**src/rtl/serial_logic_unit_if.sv**
```systemverilog
// Operand/result bus of serial_logic_unit. The op select exists only when SLU_OPSEL_EN is defined.
interface serial_logic_unit_if #(
    parameter int WIDTH = 8
);
    logic             in_valid;
    logic             in_ready;
    logic [WIDTH-1:0] a;
    logic [WIDTH-1:0] b;
`ifdef SLU_OPSEL_EN
    logic [1:0]       op;
`endif
    logic             bit_out;
    logic             bit_valid;
    logic [WIDTH-1:0] c;
    logic             out_valid;
    logic             out_ready;
    logic [1:0]       state_dbg;

    // Handshakes: a transfer happens on a rising edge where valid && ready are both high;
    // a held valid must keep its payload stable, and ready may depend on the partner's valid.
    modport slave (
        input  in_valid, a, b, out_ready,
`ifdef SLU_OPSEL_EN
        input  op,
`endif
        output in_ready, bit_out, bit_valid, c, out_valid, state_dbg
    );

    modport master (
        output in_valid, a, b, out_ready,
`ifdef SLU_OPSEL_EN
        output op,
`endif
        input  in_ready, bit_out, bit_valid, c, out_valid, state_dbg
    );
endinterface

```
**src/rtl/serial_logic_unit.sv**
```systemverilog
// Bit-serial bitwise gate: one result bit per clock LSB first, then the word on a valid/ready port.
// Define SLU_OPSEL_EN to add the AND/OR/XOR/NAND op select; otherwise the gate is fixed to AND.
module serial_logic_unit #(
    parameter int WIDTH = 8
) (
    input  logic               clk,
    input  logic               rst,
    serial_logic_unit_if.slave bus
);
    localparam int IW = (WIDTH > 1) ? $clog2(WIDTH) : 1;
    localparam logic [IW-1:0] LAST_IDX = IW'(WIDTH - 1);

    typedef enum logic [1:0] {
        S_IDLE = 2'd0,
        S_BUSY = 2'd1,
        S_DONE = 2'd2
    } state_e;

    state_e           state_q, state_d;
    logic [IW-1:0]    idx_q;
    logic [WIDTH-1:0] a_q, b_q, c_q;
    logic             bit_last_q;
    logic             accept;
    logic             cur_bit;
`ifdef SLU_OPSEL_EN
    logic [1:0]       op_q;
`endif

    assign accept = bus.in_valid && bus.in_ready;

    always_comb begin
`ifdef SLU_OPSEL_EN
        unique case (op_q)
            2'b00:   cur_bit = a_q[idx_q] & b_q[idx_q];
            2'b01:   cur_bit = a_q[idx_q] | b_q[idx_q];
            2'b10:   cur_bit = a_q[idx_q] ^ b_q[idx_q];
            default: cur_bit = ~(a_q[idx_q] & b_q[idx_q]);
        endcase
`else
        cur_bit = a_q[idx_q] & b_q[idx_q];
`endif
    end

    always_ff @(posedge clk) begin
        if (rst) begin
            state_q <= S_IDLE;
        end else begin
            state_q <= state_d;
        end
    end

    always_comb begin
        state_d = state_q;
        unique case (state_q)
            S_IDLE: if (bus.in_valid) state_d = S_BUSY;
            S_BUSY: if (idx_q == LAST_IDX) state_d = S_DONE;
            S_DONE: if (bus.out_ready) state_d = bus.in_valid ? S_BUSY : S_IDLE;
            default: state_d = S_IDLE;
        endcase
    end

    always_comb begin
        bus.in_ready  = 1'b0;
        bus.bit_valid = 1'b0;
        bus.out_valid = 1'b0;
        bus.bit_out   = bit_last_q;
        unique case (state_q)
            S_IDLE: bus.in_ready = 1'b1;
            S_BUSY: begin
                bus.bit_valid = 1'b1;
                bus.bit_out   = cur_bit;
            end
            S_DONE: begin
                bus.out_valid = 1'b1;
                bus.in_ready  = bus.out_ready;
            end
            default: bus.in_ready = 1'b0;
        endcase
    end

    // Shadow operands decouple the source from the serial walk; c keeps unwritten bits.
    always_ff @(posedge clk) begin
        if (rst) begin
            idx_q      <= '0;
            a_q        <= '0;
            b_q        <= '0;
            c_q        <= '0;
            bit_last_q <= 1'b0;
`ifdef SLU_OPSEL_EN
            op_q       <= 2'b00;
`endif
        end else if (accept) begin
            idx_q <= '0;
            a_q   <= bus.a;
            b_q   <= bus.b;
`ifdef SLU_OPSEL_EN
            op_q  <= bus.op;
`endif
        end else if (state_q == S_BUSY) begin
            c_q[idx_q] <= cur_bit;
            bit_last_q <= cur_bit;
            idx_q      <= idx_q + IW'(1);
        end
    end

    assign bus.c         = c_q;
    assign bus.state_dbg = state_q;
endmodule
```
**src/flat_wrapper.sv**
```systemverilog
// flat-port wrapper written by rule: the top's interface ports become plain ports
module serial_logic_unit_flat 
#(
    parameter int WIDTH = 8
)
  (clk, rst, bus_in_valid, bus_a, bus_b, bus_out_ready, bus_in_ready, bus_bit_out, bus_bit_valid, bus_c, bus_out_valid, bus_state_dbg);
  serial_logic_unit_if #(.WIDTH(WIDTH)) bus_i ();
  input  logic clk;
  input  logic rst;
  input wire logic [$bits(bus_i.in_valid)-1:0] bus_in_valid;
  input wire logic [$bits(bus_i.a)-1:0] bus_a;
  input wire logic [$bits(bus_i.b)-1:0] bus_b;
  input wire logic [$bits(bus_i.out_ready)-1:0] bus_out_ready;
  output wire logic [$bits(bus_i.in_ready)-1:0] bus_in_ready;
  output wire logic [$bits(bus_i.bit_out)-1:0] bus_bit_out;
  output wire logic [$bits(bus_i.bit_valid)-1:0] bus_bit_valid;
  output wire logic [$bits(bus_i.c)-1:0] bus_c;
  output wire logic [$bits(bus_i.out_valid)-1:0] bus_out_valid;
  output wire logic [$bits(bus_i.state_dbg)-1:0] bus_state_dbg;
  assign bus_i.in_valid = bus_in_valid;
  assign bus_i.a = bus_a;
  assign bus_i.b = bus_b;
  assign bus_i.out_ready = bus_out_ready;
  assign bus_in_ready = bus_i.in_ready;
  assign bus_bit_out = bus_i.bit_out;
  assign bus_bit_valid = bus_i.bit_valid;
  assign bus_c = bus_i.c;
  assign bus_out_valid = bus_i.out_valid;
  assign bus_state_dbg = bus_i.state_dbg;
  serial_logic_unit #(.WIDTH(WIDTH)) u_core (.clk(clk), .rst(rst), .bus(bus_i));
endmodule
```
**config.mk**
```make
export PLATFORM = sky130hd
export DESIGN_NAME = serial_logic_unit_flat
export DESIGN_NICKNAME = d
export VERILOG_FILES = /design/src/rtl/serial_logic_unit_if.sv /design/src/rtl/serial_logic_unit.sv /design/src/flat_wrapper.sv
export SDC_FILE = /design/constraint.sdc
export NUM_CORES = 1
export LEC_CHECK = 0
export CAP_MARGIN = 10
export CORE_MARGIN = 3
export CORE_UTILIZATION = 30
export DETAILED_ROUTE_END_ITERATION = 6
export SYNTH_ARGS = -nofsm -noshare
export SYNTH_HDL_FRONTEND = slang
export SYNTH_SLANG_ARGS = --single-unit
```
**constraint.sdc**
```tcl
create_clock -name clk -period 1.25 [get_ports clk]
set_input_delay 0.1875 -clock clk [delete_from_list [all_inputs] [get_ports clk]]
set_output_delay 0.1875 -clock clk [all_outputs]
set_load 0.005 [all_outputs]
```
==> results.ini, run 1 <==
[status]
status=complete, but fails checks
violations=negative setup slack

[final_layout]
antenna_cells=0
regArea_um2=614.3
multi_input_area_um2=787.0
final_util_pct=56.10
nNetsFinal=244
drive_above_1_share_pct=40.27
fillers=362
finalNonFillerCells=271
synthToLayoutAreaGrowth_pct=74.21

[synth]
synth_top_cells_by_count=dfxtp_1 (30), nor2_1 (26), mux2i_1 (21)
muxShareOfSynthArea_pct=15.64
synth.most_common_cell=dfxtp_1
synth_edf_count=0
synth_top_cell_by_area=dfxtp_1
syn-cell-area_um2=1344
async_flop_share_pct=0
synthesis.nets=166
seq_area_frac_synth_pct=44.69
ys_seq_elements=30
yosysWarnings=0
synthTopCellsByArea=dfxtp_1 (45%), mux2i_1 (16%), nor2_1 (7.3%), nor3_1 (2.6%), nand2_1 (2.5%)
synth-simple-area-share_pct=21.97
synth-compound-area-share_pct=8.752
synth_cell_type_count=36
synthAdderAreaFrac_pct=1.862
synth_ff_type=dfxtp_1
synth_xor_xnor_area_share_pct=0.6518
synth_top_area_share_pct=44.69
syn_inst=144
synth_top_family_by_area=simple AND/OR/NAND/NOR gates
synth.avg_cell_area_um2=9.332

[sta]
worst_pin_slew_ps=293.2
drv_slew=0
fin_crit_ps=1698
hold_slack_ps=471.7
clock-skew-final_ps=4.333
maxSlewHeadroom_pct=80.25
hold_viol=0
setup_slack_ps=-447.7
fmax_mhz=589.0
grt_setup_unrepaired=true
layout_worst_path_cycle_share_pct=135.8
setup_viol=30

[die]
dieArea_um2=5318
io_pins=34
core_um2=4173
num_rows=23
die_h_um=72.93
start_util_pct=32.20
die_w_um=72.93

[placement]
portBuffers=33
dp_hpwl_um=2352
routabilityCongestion=0.8116
dp.cells=249
pre_cts_ws_ps=-478.3

[routing]
routed_via_density=4.860
drcViolationCount=0
vias=1317
drt_iter0_markers=58
first_pass_iters=4
wl_per_cell_um=14.80
drtAntennaViolNets=0
wl_um=4011

[global_routing]
grt.overflow.total=0
grt_pass1_vias=1269
grt_usage_pct=15.46
antenna_found_initial=0
grt_start_max_net_pins=31
grt_pass1_wl_um=6016

[power]
cellPowerDensity_nw_per_um2=943.3
p_int_w=0.001672
switching_share_pct=24.27
p_comb_share_pct=19.3
power.share.sequential_pct=46.1
power.clock.fraction_pct=34.6
ir_drop_mv=0.3730
power_switching_w=0.0005359
p_leak_nw=1.013

[hold_path]
worst_hold_path_type=register to register
hp-start=u_core.bus.c[2]

[critical_path]
cp_top_family=compound AO/OA/AOI/OAI gates
cp-end-kind=primary output
regToRegStartpoint=u_core.bus.state_dbg[1]
path_class=register to primary output
crit_start=u_core.idx_q[0]
worstPathCellList=and3b_1 -> a2111o_1 -> o221ai_2 -> nor2_1 -> buf_2
ff2ff_setup_slack_ps=-280
required_ps=1060
critical_path_arrival_ps=1510
crit_fanout=3
worst_path_max_delay_cell=a2111o_1
cp-start-kind=register
crit_buf_inv=1
slowest_delay_ps=410

[clock_network]
clk_latency_ps=290
clock-sinks=30
clk_pin_slew_ps=60
cts-root-buf=clkbuf_8
cts_tree=yes
cts_buffers=5
clk_path_buf_depth=2
holdBufCountCts=0
h-tree-depth=2

[run]
max-cap-violations=0

[registers in the layout, indices dropped and copies added (netlist names)]
signal,flops
u_core.a_q,8
u_core.idx_q,3
u_core.bit_last_q,1
u_core.bus.state_dbg,2
u_core.bus.c,8
u_core.b_q,8
[power groups by stage]
stage               logic, W  clock network (W)  registers (W)
detailed placement  0.000328                  0        0.00104
CTS                 0.000405           0.000767        0.00102
floorplan           0.000157                  0        0.00104
global placement    0.000320                  0        0.00104
global route        0.000457           0.000812        0.00102
finish              0.000425           0.000764        0.00102
[path summary, 6_finish.rpt]
path | depth (start not counted) | to
worst min-delay path | 2 | u_core.bus.c[2]
worst min register to register | 2 | u_core.bus.c[2]
worst max-delay path | 5 | bus_bit_out
worst max register to register | 7 | u_core.a_q[6]
[what timing repair did]
| item | 4_1_cts | 5_1_grt |
|---|---|---|
| pin swaps | 5 | 11 |
| cloned | 2 | 0 |
| buffers inserted | 15 | 5 |
| gates resized for setup | 58 | 28 |
| setup endpoints to repair | 40 | 34 |
[layout make-up]
cell class	instances	area share, %
Clock buffer	6	3.528
Inverter	4	0.7483
Multi-Input combinational cell	100	33.62
Sequential cell	30	26.24
Tap cell	50	2.672
Timing Repair Buffer	81	33.19
[tightest hold or removal path, stage by stage (launching register included)]
cell and delay (ps):
dfxtp_1 310, nand2_1 50, a21oi_1 60
[metal layers]
metal	vias up	part of all wire (%)	global-route usage (%)
li1	652	-	-
met1	631	41	17.43
met2	26	53	26.75
met3	8	4.2	5.096
met4	0	1.8	6.148
met5	-	0	0
[cells by family (layout without fill, tap and decap cells)]
logic type      Yosys count  in the layout
buf+inv                  14             91
xor+xnor                  1              1
fa+ha+maj                 2              2
flops                    30             30
mux                      21             21
simple gates             59             59
compound gates           17             17
[cell usage in the layout (no fill, tap or decap), types with 2 or more instances in the layout]
master | netlist | routed
dfxtp_4 | 0 | 3
buf_12 | 0 | 2
nor3_1 | 7 | 2
dfxtp_2 | 0 | 2
and2_1 | 2 | 2
clkdlybuf4s50_1 | 0 | 19
buf_2 | 3 | 4
dlygate4sd2_1 | 0 | 9
nor2_1 | 26 | 24
dfxtp_1 | 30 | 25
a21oi_2 | 0 | 3
o21ai_0 | 2 | 2
nor2_4 | 0 | 2
a21oi_1 | 6 | 3
inv_1 | 3 | 2
buf_4 | 1 | 26
clkbuf_8 | 0 | 6
buf_6 | 2 | 20
nand3_1 | 5 | 4
nand2_1 | 9 | 7
nor3_2 | 0 | 5
mux2i_1 | 21 | 20
[stage by stage]
step,cell area [um^2],TNS [ps],total power (W)
floorplan,1351,-301.7,0.001192
global placement,1939,-6832,0.001359
detailed placement,1939,-7680,0.001369
CTS,2237,-4608,0.002193
global route,2341,-7209,0.002293
finish,2341,-5459,0.002208
Note: power is estimated with default switching activity, not from simulation.
==> run 2, diff against run 1 <==
- SETUP_SLACK_MARGIN: not set -> 0.1
==> run 2 against run 1 <==
The flow still finishes with violations (negative setup slack). Register-to-register slack lost 60 ps. Routed wire length grew 1.8%. Critical path depth is the same. Die area is the same. Sequential power is essentially flat. Worst setup slack gained 43 ps. Combinational power grew 4%. Clock skew grew 9.1 ps. Core utilization grew 1.2 points. Count of clock-buffer cells in the layout grew 1. Flip-flop and latch count is the same. Sequential share of layout area shrank 0.46 points.
==> results.ini, run 2 (synthesis results as in run 1) <==
[critical_path]
cp-start-kind=register
ff2ff_setup_slack_ps=-340  ; -60 ps
endpoint=bus_bit_out
crit_fanout=5  ; +2
r2r_cells=7  ; unchanged
regToRegStartpoint=u_core.bus.state_dbg[1]
regToRegEndpoint=u_core.bus.c[0]
path_class=register to primary output
required_ps=1060  ; about the same
critical_path_arrival_ps=1470  ; -40 ps
crit_start=u_core.bus.state_dbg[1]
cp-end-kind=primary output

[power]
p_leak_nw=0.9967  ; -1.6%
power_switching_w=0.0005849  ; +9.2%
power.clock.fraction_pct=36.0  ; +1.4 points
p_comb_share_pct=19.5  ; +0.2 points
p_int_w=0.001697  ; +1.5%
power.share.sequential_pct=44.6  ; -1.5 points
ir_drop_mv=0.6473  ; +74%
cellPowerDensity_nw_per_um2=954.0  ; +1.1%
switching_share_pct=25.63  ; +1.4 points
power_w=0.002282  ; +3.3%

[final_layout]
final_cell_mix=buf_4 (27), dfxtp_1 (25), nor2_1 (23)
finalNonFillerCells=270  ; -0.37%
layout_commonest_cell=buf_4
stdcell_area_um2=2392  ; +2.2%
antenna_cells=0  ; unchanged
synthToLayoutAreaGrowth_pct=78.03
final_util_pct=57.33  ; +1.2 points
drive_above_1_share_pct=44.09  ; +3.8 points
nNetsFinal=241  ; -1.2%

[global_routing]
grt_start_max_net_pins=31  ; unchanged
antenna_found_initial=0  ; unchanged
grt_pass1_vias=1402  ; +10%
grt_usage_pct=15.98  ; +0.52 points
grt.overflow.total=0  ; unchanged
grt_pass1_wl_um=6534  ; +8.6%

[clock_network]
clk_path_buf_depth=2  ; unchanged
cts_tree=yes
h-tree-depth=2  ; unchanged
clock-sinks=30  ; unchanged
clk_pin_slew_ps=70  ; about the same
cts_buffers=5  ; unchanged
cts-root-buf=clkbuf_8
clk_latency_ps=290  ; about the same

[die]
dieArea_um2=5318  ; unchanged
die_h_um=72.93  ; unchanged
core_um2=4173  ; unchanged
die_w_um=72.93  ; unchanged
num_rows=23  ; unchanged
io_pins=34  ; unchanged
start_util_pct=32.20  ; unchanged

[placement]
portBuffers=33  ; unchanged
routabilityCongestion=0.7700  ; -5.1%
pre_cts_ws_ps=-407.2  ; +71.07 ps
dp.cells=247  ; -0.80%
dp_hpwl_um=2457  ; +4.5%
placedInstanceArea_um2=1936  ; -0.19%

[hold_path]
worst_hold_path_type=register to register

[sta]
drv_slew=0  ; unchanged
layout_worst_path_cycle_share_pct=132.4  ; -3.4 points
fmax_mhz=604.4  ; +2.6%
setup_slack_ps=-404.6  ; +43.09 ps
clock-skew-final_ps=13.48  ; +9.144 ps
hold_viol=0  ; unchanged
setup_viol=31  ; +3.3%
grt_setup_unrepaired=true
fin_crit_ps=1655  ; -43.09 ps
worst_pin_slew_ps=261.6  ; -31.59 ps
maxSlewHeadroom_pct=82.37  ; +2.1 points

[routing]
routed_via_density=4.833  ; -0.54%
first_pass_iters=4  ; unchanged
drtAntennaViolNets=0  ; unchanged
wl_um=4082  ; +1.8%
wl_per_cell_um=15.12  ; +2.1%
drcViolationCount=0  ; unchanged
vias=1305  ; -0.91%
drt_iter0_markers=76  ; +31%

[status]
violations=negative setup slack
status=complete, but fails checks

[run]
max-cap-violations=0  ; unchanged

[run 2: cell count changes in the layout (fill, tap and decap cells not counted), sizes merged]
cell | previous run | this run
buf | 53 | 48
clkbuf | 6 | 10
clkinv | 0 | 1
dlygate4sd2 | 9 | 8
[run 2: power groups by stage]
| stage | Clock [W] | Combinational, W | Sequential [W] |
|---|---|---|---|
| 6_report | 0.000821 | 0.000444 | 0.00102 |
| 5_1_grt | 0.000882 | 0.000478 | 0.00102 |
| 4_1_cts | 0.000825 | 0.000426 | 0.00102 |
| 3_5_place_dp | 0 | 0.000329 | 0.00104 |
| 3_3_place_gp | 0 | 0.000319 | 0.00104 |
| 2_1_floorplan | 0 | 0.000160 | 0.00104 |
[run 2: through the flow]
step / setup TNS (ps) / hold slack (ps)
6_report: -6028 / 465.7
2_1_floorplan: -311.5 / 334.3
3_5_place_dp: -8042 / 463.8
5_1_grt: -7849 / 487.8
3_3_place_gp: -7456 / 447.0
4_1_cts: -5178 / 470.4
[run 2: repair_timing]
| action | 4_1_cts | 5_1_grt |
|---|---|---|
| pin swaps | 12 | 16 |
| setup endpoints to repair | 44 | 36 |
| cloned | 1 | 1 |
| resized for setup | 70 | 26 |
| hold buffers | 0 | 0 |
| buffers inserted | 13 | 6 |
[run 2: worst max-delay path, stage by stage, from the launching register on]
cell      delay [ps]
dfxtp_4          370
nand3b_1         200
a2111o_1         320
o221ai_2          80
nor2_1            80
buf_2            130
[run 2: how the worst min path moves through the flow]
stage                         start              end  slack (ps)  cells after the start
CTS                 u_core.bus.c[2]  u_core.bus.c[2]         470                      2
global route        u_core.bus.c[2]  u_core.bus.c[2]         490                      2
global placement    u_core.bus.c[2]  u_core.bus.c[2]         450                      2
detailed placement  u_core.bus.c[2]  u_core.bus.c[2]         460                      2
floorplan                  bus_a[5]    u_core.a_q[5]         330                      2
finish              u_core.bus.c[2]  u_core.bus.c[2]         470                      2
[run 2: final cells by class]
type / count / area (um^2)
sequential: 30 / 616.8
multi-input combinational: 100 / 854.6
fill: 350 / 1780
clock buffer: 7 / 86.33
clock inverter: 1 / 5.005
inverter: 4 / 17.52
tap: 50 / 62.56
timing repair buffer: 78 / 749.5
[run 2: per-layer routing]
| metal | share of wire (%) | track usage, % |
|---|---|---|
| met5 | 0 | 0 |
| met4 | 1.6 | 7.582 |
| met3 | 5.3 | 3.719 |
| met2 | 51 | 26.85 |
| met1 | 42 | 19.17 |
==> run 3, diff against run 2 <==
- SLEW_MARGIN: not set -> 40
==> results of run 3 <==
Same layout as run 2: the final DEF is identical, and so are final timing and power.
